--- src/rtl/imm_extend_stage_if.sv ---
// Handshake bundle for the immediate-extension stage: upstream immediate,
// downstream extended result, flush and the completed-transfer counter.
interface imm_extend_stage_if #(
    parameter int IN_W  = 16,
    parameter int OUT_W = 32,
    parameter int TAG_W = 5,
    parameter int CNT_W = 16
);
    logic             in_valid;
    logic             in_ready;
    logic [IN_W-1:0]  in_imm;
    logic [1:0]       in_mode;
    logic [TAG_W-1:0] in_tag;
    logic             flush;
    logic             out_valid;
    logic             out_ready;
    logic [OUT_W-1:0] out_data;
    logic [TAG_W-1:0] out_tag;
    logic [CNT_W-1:0] xfer_count;

    modport master (
        output in_valid, in_imm, in_mode, in_tag, flush, out_ready,
        input  in_ready, out_valid, out_data, out_tag, xfer_count
    );

    modport slave (
        input  in_valid, in_imm, in_mode, in_tag, flush, out_ready,
        output in_ready, out_valid, out_data, out_tag, xfer_count
    );
endinterface

--- src/rtl/imm_extend_stage.sv ---
// Immediate sign/zero/upper/branch extension stage with an output register
// plus one skid register, flush, and a saturating output-transfer counter.
module imm_extend_stage #(
    parameter int IN_W  = 16,
    parameter int OUT_W = 32,
    parameter int TAG_W = 5,
    parameter int CNT_W = 16
) (
    input  logic             clk,
    input  logic             reset,
    imm_extend_stage_if.slave bus
);
    if (OUT_W < IN_W + 2) begin : g_widthCheck
        $error("imm_extend_stage: OUT_W must be at least IN_W+2");
    end

    // Bit 0 of the state is out_valid and bit 1 is skid_valid, so both flags
    // come straight from flops; the encoding 2'b10 is never entered.
    typedef enum logic [1:0] {
        S_EMPTY = 2'b00,
        S_ONE   = 2'b01,
        S_FULL  = 2'b11
    } state_t;

    state_t           r_state;
    logic [OUT_W-1:0] r_outData;
    logic [TAG_W-1:0] r_outTag;
    logic [OUT_W-1:0] r_skidData;
    logic [TAG_W-1:0] r_skidTag;
    logic [CNT_W-1:0] r_xferCount;

    logic [OUT_W-1:0] w_signExt;
    logic [OUT_W-1:0] w_zeroExt;
    logic [OUT_W-1:0] w_upperExt;
    logic [OUT_W-1:0] w_branchExt;
    logic [OUT_W-1:0] w_extData;
    logic             w_inReady;
    logic             w_inXfer;
    logic             w_outXfer;

    assign w_signExt   = {{(OUT_W-IN_W){bus.in_imm[IN_W-1]}}, bus.in_imm};
    assign w_zeroExt   = {{(OUT_W-IN_W){1'b0}}, bus.in_imm};
    assign w_upperExt  = {bus.in_imm, {(OUT_W-IN_W){1'b0}}};
    assign w_branchExt = {w_signExt[OUT_W-3:0], 2'b00};

    always_comb begin
        w_extData = w_signExt;
        case (bus.in_mode)
            2'b00:   w_extData = w_signExt;
            2'b01:   w_extData = w_zeroExt;
            2'b10:   w_extData = w_upperExt;
            default: w_extData = w_branchExt;
        endcase
    end

    assign w_inReady = !r_state[1] && !reset;
    assign w_inXfer  = bus.in_valid && w_inReady;
    assign w_outXfer = r_state[0] && bus.out_ready;

    // Entries are stored already extended; flush drops them but a drain in
    // the same cycle is still counted.
    always_ff @(posedge clk) begin
        if (reset) begin
            r_state     <= S_EMPTY;
            r_outData   <= '0;
            r_outTag    <= '0;
            r_skidData  <= '0;
            r_skidTag   <= '0;
            r_xferCount <= '0;
        end else begin
            if (w_outXfer && (r_xferCount != {CNT_W{1'b1}})) begin
                r_xferCount <= r_xferCount + 1'b1;
            end

            if (bus.flush) begin
                r_state <= S_EMPTY;
            end else begin
                case (r_state)
                    S_EMPTY: begin
                        if (w_inXfer) begin
                            r_outData <= w_extData;
                            r_outTag  <= bus.in_tag;
                            r_state   <= S_ONE;
                        end
                    end
                    S_ONE: begin
                        if (w_inXfer && w_outXfer) begin
                            r_outData <= w_extData;
                            r_outTag  <= bus.in_tag;
                        end else if (w_inXfer) begin
                            r_skidData <= w_extData;
                            r_skidTag  <= bus.in_tag;
                            r_state    <= S_FULL;
                        end else if (w_outXfer) begin
                            r_state <= S_EMPTY;
                        end
                    end
                    S_FULL: begin
                        if (w_outXfer) begin
                            r_outData <= r_skidData;
                            r_outTag  <= r_skidTag;
                            r_state   <= S_ONE;
                        end
                    end
                    default: r_state <= S_EMPTY;
                endcase
            end
        end
    end

    assign bus.in_ready   = w_inReady;
    assign bus.out_valid  = r_state[0];
    assign bus.out_data   = r_outData;
    assign bus.out_tag    = r_outTag;
    assign bus.xfer_count = r_xferCount;
endmodule

--- src/flat_wrapper.sv ---
// flat-port wrapper written by rule: the top's interface ports become plain ports
module imm_extend_stage_flat 
#(
    parameter int IN_W  = 16,
    parameter int OUT_W = 32,
    parameter int TAG_W = 5,
    parameter int CNT_W = 16
)
  (clk, reset, bus_in_valid, bus_in_imm, bus_in_mode, bus_in_tag, bus_flush, bus_out_ready, bus_in_ready, bus_out_valid, bus_out_data, bus_out_tag, bus_xfer_count);
  imm_extend_stage_if #(.IN_W(IN_W), .OUT_W(OUT_W), .TAG_W(TAG_W), .CNT_W(CNT_W)) bus_i ();
  input  logic clk;
  input  logic reset;
  input wire logic [$bits(bus_i.in_valid)-1:0] bus_in_valid;
  input wire logic [$bits(bus_i.in_imm)-1:0] bus_in_imm;
  input wire logic [$bits(bus_i.in_mode)-1:0] bus_in_mode;
  input wire logic [$bits(bus_i.in_tag)-1:0] bus_in_tag;
  input wire logic [$bits(bus_i.flush)-1:0] bus_flush;
  input wire logic [$bits(bus_i.out_ready)-1:0] bus_out_ready;
  output wire logic [$bits(bus_i.in_ready)-1:0] bus_in_ready;
  output wire logic [$bits(bus_i.out_valid)-1:0] bus_out_valid;
  output wire logic [$bits(bus_i.out_data)-1:0] bus_out_data;
  output wire logic [$bits(bus_i.out_tag)-1:0] bus_out_tag;
  output wire logic [$bits(bus_i.xfer_count)-1:0] bus_xfer_count;
  assign bus_i.in_valid = bus_in_valid;
  assign bus_i.in_imm = bus_in_imm;
  assign bus_i.in_mode = bus_in_mode;
  assign bus_i.in_tag = bus_in_tag;
  assign bus_i.flush = bus_flush;
  assign bus_i.out_ready = bus_out_ready;
  assign bus_in_ready = bus_i.in_ready;
  assign bus_out_valid = bus_i.out_valid;
  assign bus_out_data = bus_i.out_data;
  assign bus_out_tag = bus_i.out_tag;
  assign bus_xfer_count = bus_i.xfer_count;
  imm_extend_stage #(.IN_W(IN_W), .OUT_W(OUT_W), .TAG_W(TAG_W), .CNT_W(CNT_W)) u_core (.clk(clk), .reset(reset), .bus(bus_i));
endmodule
--- config.mk ---
export PLATFORM = sky130hd
export DESIGN_NAME = imm_extend_stage_flat
export DESIGN_NICKNAME = d
export VERILOG_FILES = /design/src/rtl/imm_extend_stage_if.sv /design/src/rtl/imm_extend_stage.sv /design/src/flat_wrapper.sv
export SDC_FILE = /design/constraint.sdc
export NUM_CORES = 1
export LEC_CHECK = 0
export BUFFER_PORTS_ARGS = -buffer_cell sky130_fd_sc_hd__clkbuf_2
export CELL_PAD_IN_SITES_DETAIL_PLACEMENT = 1
export CELL_PAD_IN_SITES_GLOBAL_PLACEMENT = 1
export CORE_ASPECT_RATIO = 0.5
export CORE_MARGIN = 2
export CORE_UTILIZATION = 38
export CTS_CLUSTER_DIAMETER = 100
export CTS_CLUSTER_SIZE = 20
export DETAILED_ROUTE_END_ITERATION = 8
export PLACE_DENSITY_LB_ADDON = 0.1
export RECOVER_POWER = 25
export SETUP_SLACK_MARGIN = 0.1
export SLEW_MARGIN = 40
export SYNTH_ARGS = -nofsm -noshare
export SYNTH_HDL_FRONTEND = slang
export SYNTH_SLANG_ARGS = --single-unit
--- constraint.sdc ---
create_clock -name clk -period 2 [get_ports clk]
set_clock_uncertainty 0.1 [all_clocks]
set_input_delay 0.2 -clock clk [delete_from_list [all_inputs] [get_ports clk]]
set_output_delay 0.2 -clock clk [all_outputs]
set_load 0.03 [all_outputs]
* After elaboration in Yosys (flattened, before gate mapping)
Index checks and enable logic that the tools add are counted.
** Storage, ports and cells
- Bits in registers :: 92
- Input port bits :: 28
** Operators by class
- $add $sub $neg :: 1
- Equality and inequality tests :: 10
- Mux-type cells :: 15
- Bitwise logic cells :: 2
- Reductions and logical operators :: 14
** Operator list (count)
- $pmux W32 S3 :: 2
- $mux W32 :: 3
- $add A16 B1 Y16 const B :: 1
- $ne A16 B16 Y1 const B :: 1
- $mux W5 :: 3
- $pmux W5 S3 :: 1
- $mux W2 :: 5
- $reduce_and A4 Y1 :: 2
- $ne A2 B1 Y1 const B :: 3
- $pmux W2 S3 :: 1
- $logic_and A1 B1 Y1 :: 5
- $reduce_and A5 Y1 :: 1
- $eq A2 B1 Y1 const B :: 2
- $eq A2 B2 Y1 const B :: 2
- $logic_not A2 Y1 :: 2
- $ne A3 B1 Y1 const B :: 1
- $reduce_bool A3 Y1 :: 1
- $logic_not A1 Y1 :: 2
- $ne A2 B2 Y1 const B :: 1
- $not A1 Y1 :: 2
- $reduce_or A2 Y1 :: 1

* Logic depth before layout (Yosys ltp)
- Depth in word-level cells :: 6
- Mapped depth :: 8

* Worst setup path before layout
No wires, ideal clock.
- Path kind :: register to register
- Start point :: reg u_core.r_state[0]
- End point :: reg u_core.r_outData[10] (netlist: u_core.bus.out_data[10])
- Library setup time :: 0.132 ns
- Arrival :: 2.009 ns
- Required time :: 1.768 ns
- Slack :: -0.241 ns
- Cell stages (with the launch flop) :: 8
- Path buffers :: 1
- Cell sequence :: dfxtp_1 inv_1 ha_1 or2_2 a221o_2 clkbuf_1 o21ai_0 a21oi_1
** Between the ends
- Longest elaborated chain between the ends :: 4
** RTL lines
- start: declaration :: RTL line imm_extend_stage.sv:25 : state_t r_state;
- start signal: assignment :: RTL line imm_extend_stage.sv:64 : r_state <= S_EMPTY;
- start signal: assignment :: RTL line imm_extend_stage.sv:76 : r_state <= S_EMPTY;
- start signal: assignment :: RTL line imm_extend_stage.sv:83 : r_state <= S_ONE;
- $logic_and A1 B1 Y1 :: RTL line imm_extend_stage.sv:58 : assign w_outXfer = r_state[0] && bus.out_ready;
- $logic_and A1 B1 Y1 :: RTL line imm_extend_stage.sv:87 : if (w_inXfer && w_outXfer) begin
- $ne A2 B1 Y1 (no line)
- $reduce_and A5 Y1 (no line)
- end signal: assignment :: RTL line imm_extend_stage.sv:81 : r_outData <= w_extData;
- end signal: assignment :: RTL line imm_extend_stage.sv:88 : r_outData <= w_extData;
- end signal: assignment :: RTL line imm_extend_stage.sv:100 : r_outData <= r_skidData;
- end: declaration :: RTL line imm_extend_stage.sv:26 : logic [OUT_W-1:0] r_outData;
Several ways; a longest one is shown, not always the timed one.
A chain may end at the register's enable or synchronous reset.

* Final worst setup path
- Start point :: reg u_core.r_state[0]
- End point :: reg u_core.r_outData[4] (netlist: u_core.bus.out_data[4])
The elaborated chain is that of the path after synthesis.

==> results.yml <==
status:
  status: "completed"
global_routing:
  grt_max_degree: 88
  grt_pass1_wl_um: 21200
  grt_use_met3_pct: 4.05
  grt_pass1_vias: 4033
  met1_usage_pct: 28.8
  antenna_found_initial: 0
  grt_use_met2_pct: 32.0
  grt_use_total_pct: 20.3
  grt_busiest_layer: "met2"
  grt-ovfl-total: 0
floorplanning:
  rows: 28
  dieArea_um2: 13200
  core-area_um2: 11900
  io_pins: 83
  die_y_um: 82.2
  initial_core_util_pct: 39.1
  fp.dieW_um: 160
clock_network:
  cts.sinks: 92
  cts_root_buffer: "clkbuf_16"
  clock_latency_ns: 0.34
  cts_tree: "done"
  cts_buffers: 9
  clk_pin_slew_ns: 0.07
  cts_buffer_depth: 2
  h-tree-depth: 3
drt:
  wl_um: 14400
  dr.pass1.iters: 4
  drc_errors: 0
  viasPerCell: 5.48
  ant_nets: 0
  dr.first_iter.drc_count: 292
  wl_per_cell_um: 17.7
  vias: 4447
yosys:
  synthesis.area_um2: 4650
  ys_ff_latch: 92
  async_flop_share_pct: 0
  avgSynthCellArea_um2: 8.52
  syn_inst: 545
  yosysSeqAreaShare_pct: 39.6
  synth_top_area_share_pct: 39.6
  synth_nets: 578
  ys_warn_count: 0
  synth.area.top_cells: "dfxtp_1 (40%), a21oi_1 (5.3%), nor2_1 (5.0%)"
  synth_top_area_cell: "dfxtp_1"
  yosysUniqueCellTypes: 48
  synth-main-ff-cell: "dfxtp_1"
  synth_edf_count: 0
setup_path:
  critPathCaptureType: "register"
  startpoint_type: "register"
  crit_path_max_incr_delay_ns: 0.39
  critPathSlowestCell: "dfxtp_4"
  critPathKind: "reg -> reg"
  crit_fanout: 15
  worstPathRequired_ns: 2.10
  critPathArrivalTime_ns: 2.08
  path_cells: "inv_4 > ha_4 > or2_4 > a221o_2 > buf_6 > o21ai_0 > a21oi_2"
  reg2regPathDepth: 7
timing:
  fin_ws_ns: 0.0278
  report.final.slew_viol_count: 0
  max_freq_mhz: 507
  tns_ns: 0
  finalHoldViolCount: 0
  finalCritPeriodShare_pct: 98.6
  max_slew_margin_pct: 55.4
  tightestPinTransition_ns: 0.669
  rsz0062_at_grt: "true"
  setup_violations: 0
  min_period_ns: 1.97
cells_and_area:
  diodes: 0
  layout-drive-gt1-share_pct: 22.6
  area_delta_synth_final_pct: 29.4
  utilization_pct: 50.6
  finalInstanceArea_um2: 6010
  fillCellCount: 1415
  layout.nets: 675
pwr:
  swShare_pct: 25.7
  switchingPower_mw: 1.13
  power_density_nw_per_um2: 730
  pwr-share-clk_pct: 42.8
  p_total_mw: 4.39
  pwr-share-seq_pct: 43.4
  p_comb_share_pct: 13.8
  p_leak_nw: 2.13
  internal-power_mw: 3.26
  ir_drop_mv: 0.317
run:
  maxCapViolCount: 0
place:
  portBuffers: 82
  gp_congestion: 0.740
  hpwl_um: 9210
  placed_cell_area_um2: 5400
  dp_slack_ns: 0.0454
hold_path:
  min_path_type: "in -> reg"
  worstHoldPathCells: 3
layer usage:
metal	wire [um]	part of all wire [%]
met1	7210	50
met3	660	4.6
met4	141	0.98
met5	0	0
met2	6380	44
worst paths after layout:
check | startpoint | end | slack (ns)
hold / removal | bus_in_imm[0] | u_core.r_skidData[0]$_SDFFE_PP0P_ | 0.06
setup reg to reg | u_core.r_state[0]$_SDFFE_PP0P_ | u_core.bus.out_data[4]$_SDFFE_PP0P_ | 0.03
setup / recovery | u_core.r_state[0]$_SDFFE_PP0P_ | u_core.bus.out_data[4]$_SDFFE_PP0P_ | 0.03
hold reg to reg | u_core.r_skidTag[2]$_SDFFE_PP0P_ | u_core.r_skidTag[2]$_SDFFE_PP0P_ | 0.36
flip-flops by register name (all words and copies together) (netlist names):
signal and flops:
u_core.r_state 2, u_core.bus.out_tag 5, u_core.r_skidData 32, u_core.bus.out_data 32
u_core.r_skidTag 5, u_core.bus.xfer_count 16
layout make-up:
cell class | instances | area [um2] | area share (%)
clock inverter | 2 | 37.5 | 0.624
tap | 165 | 206 | 3.43
sequential | 92 | 1860 | 30.9
clock buffer | 14 | 295 | 4.91
inverter | 4 | 17.5 | 0.291
multi-input combinational | 400 | 2670 | 44.3
timing repair buffer | 135 | 932 | 15.5
cells in the final DEF (no fill, tap or decap), drive strengths merged, types with 5 or more instances in the layout:
cell / count
dfxtp: 92
or4: 8
nand2b: 31
o31ai: 7
o21ai: 23
and3: 17
nand3: 21
mux2i: 22
a211oi: 21
dlygate4sd3: 5
or3: 7
a311oi: 15
buf: 45
nand3b: 16
a311o: 14
ha: 5
nand4: 9
a21oi: 49
nor2: 63
nor2b: 14
o31a: 14
clkbuf: 99
nand2: 22
worst max-delay path, delay by kind of cell, from the launching register on:
family	cells	cell delay [ns]
AOI/OAI and AO/OA	3	0.73
DFF	1	0.39
and+or+nand+nor	1	0.23
buffers and inverters	2	0.22
adders and majority gates	1	0.16
cells by family after synthesis:
family	synth area share (%)
AO/OA/AOI/OAI	22.8
XOR/XNOR	0.377
adder cells (fa/ha/maj)	1.35
buffers and inverters	5.25
flip-flops	39.6
multiplexers	4.98
AND/OR/NAND/NOR	25.6
power by group through the flow:
| stage | clock, mW | sequential (mW) | combinational [mW] |
|---|---|---|---|
| floorplan | 0 | 2.02 | 0.292 |
| global placement | 0 | 1.95 | 0.541 |
| detailed placement | 0 | 1.95 | 0.545 |
| CTS | 1.93 | 1.91 | 0.558 |
| global route | 2.01 | 1.91 | 0.653 |
| finish | 1.88 | 1.90 | 0.605 |
cells in the mapped netlist, types with 6 or more instances:
cell / n
a211oi_1: 21
a21oi_1: 49
a311o_1: 14
a311oi_1: 15
and3_1: 17
buf_2: 6
clkbuf_1: 37
dfxtp_1: 92
mux2i_1: 22
nand2_1: 22
nand2b_1: 31
nand3_1: 21
nand3b_1: 16
nand4_1: 9
nor2_1: 62
nor2b_1: 14
o21ai_0: 20
o31a_1: 14
o31ai_1: 7
or3_1: 7
or4_1: 8
metrics by stage:
stage                     std cells  hold WS, ns
after floorplan                 545        0.236
after global placement          780        0.341
after detailed placement        780        0.352
after CTS                       801       0.0516
after global routing            812       0.0751
final                           812       0.0595
what timing repair did:
item	4_1_cts	5_1_grt
endpoints found under the hold margin	5	0
resized for setup	2	31
pin swaps	0	21
gates cloned	0	7
endpoints found under the setup margin	30	71
hold buffers	5	0
setup buffers	0	4
Note: power is estimated with default switching activity, not from simulation.
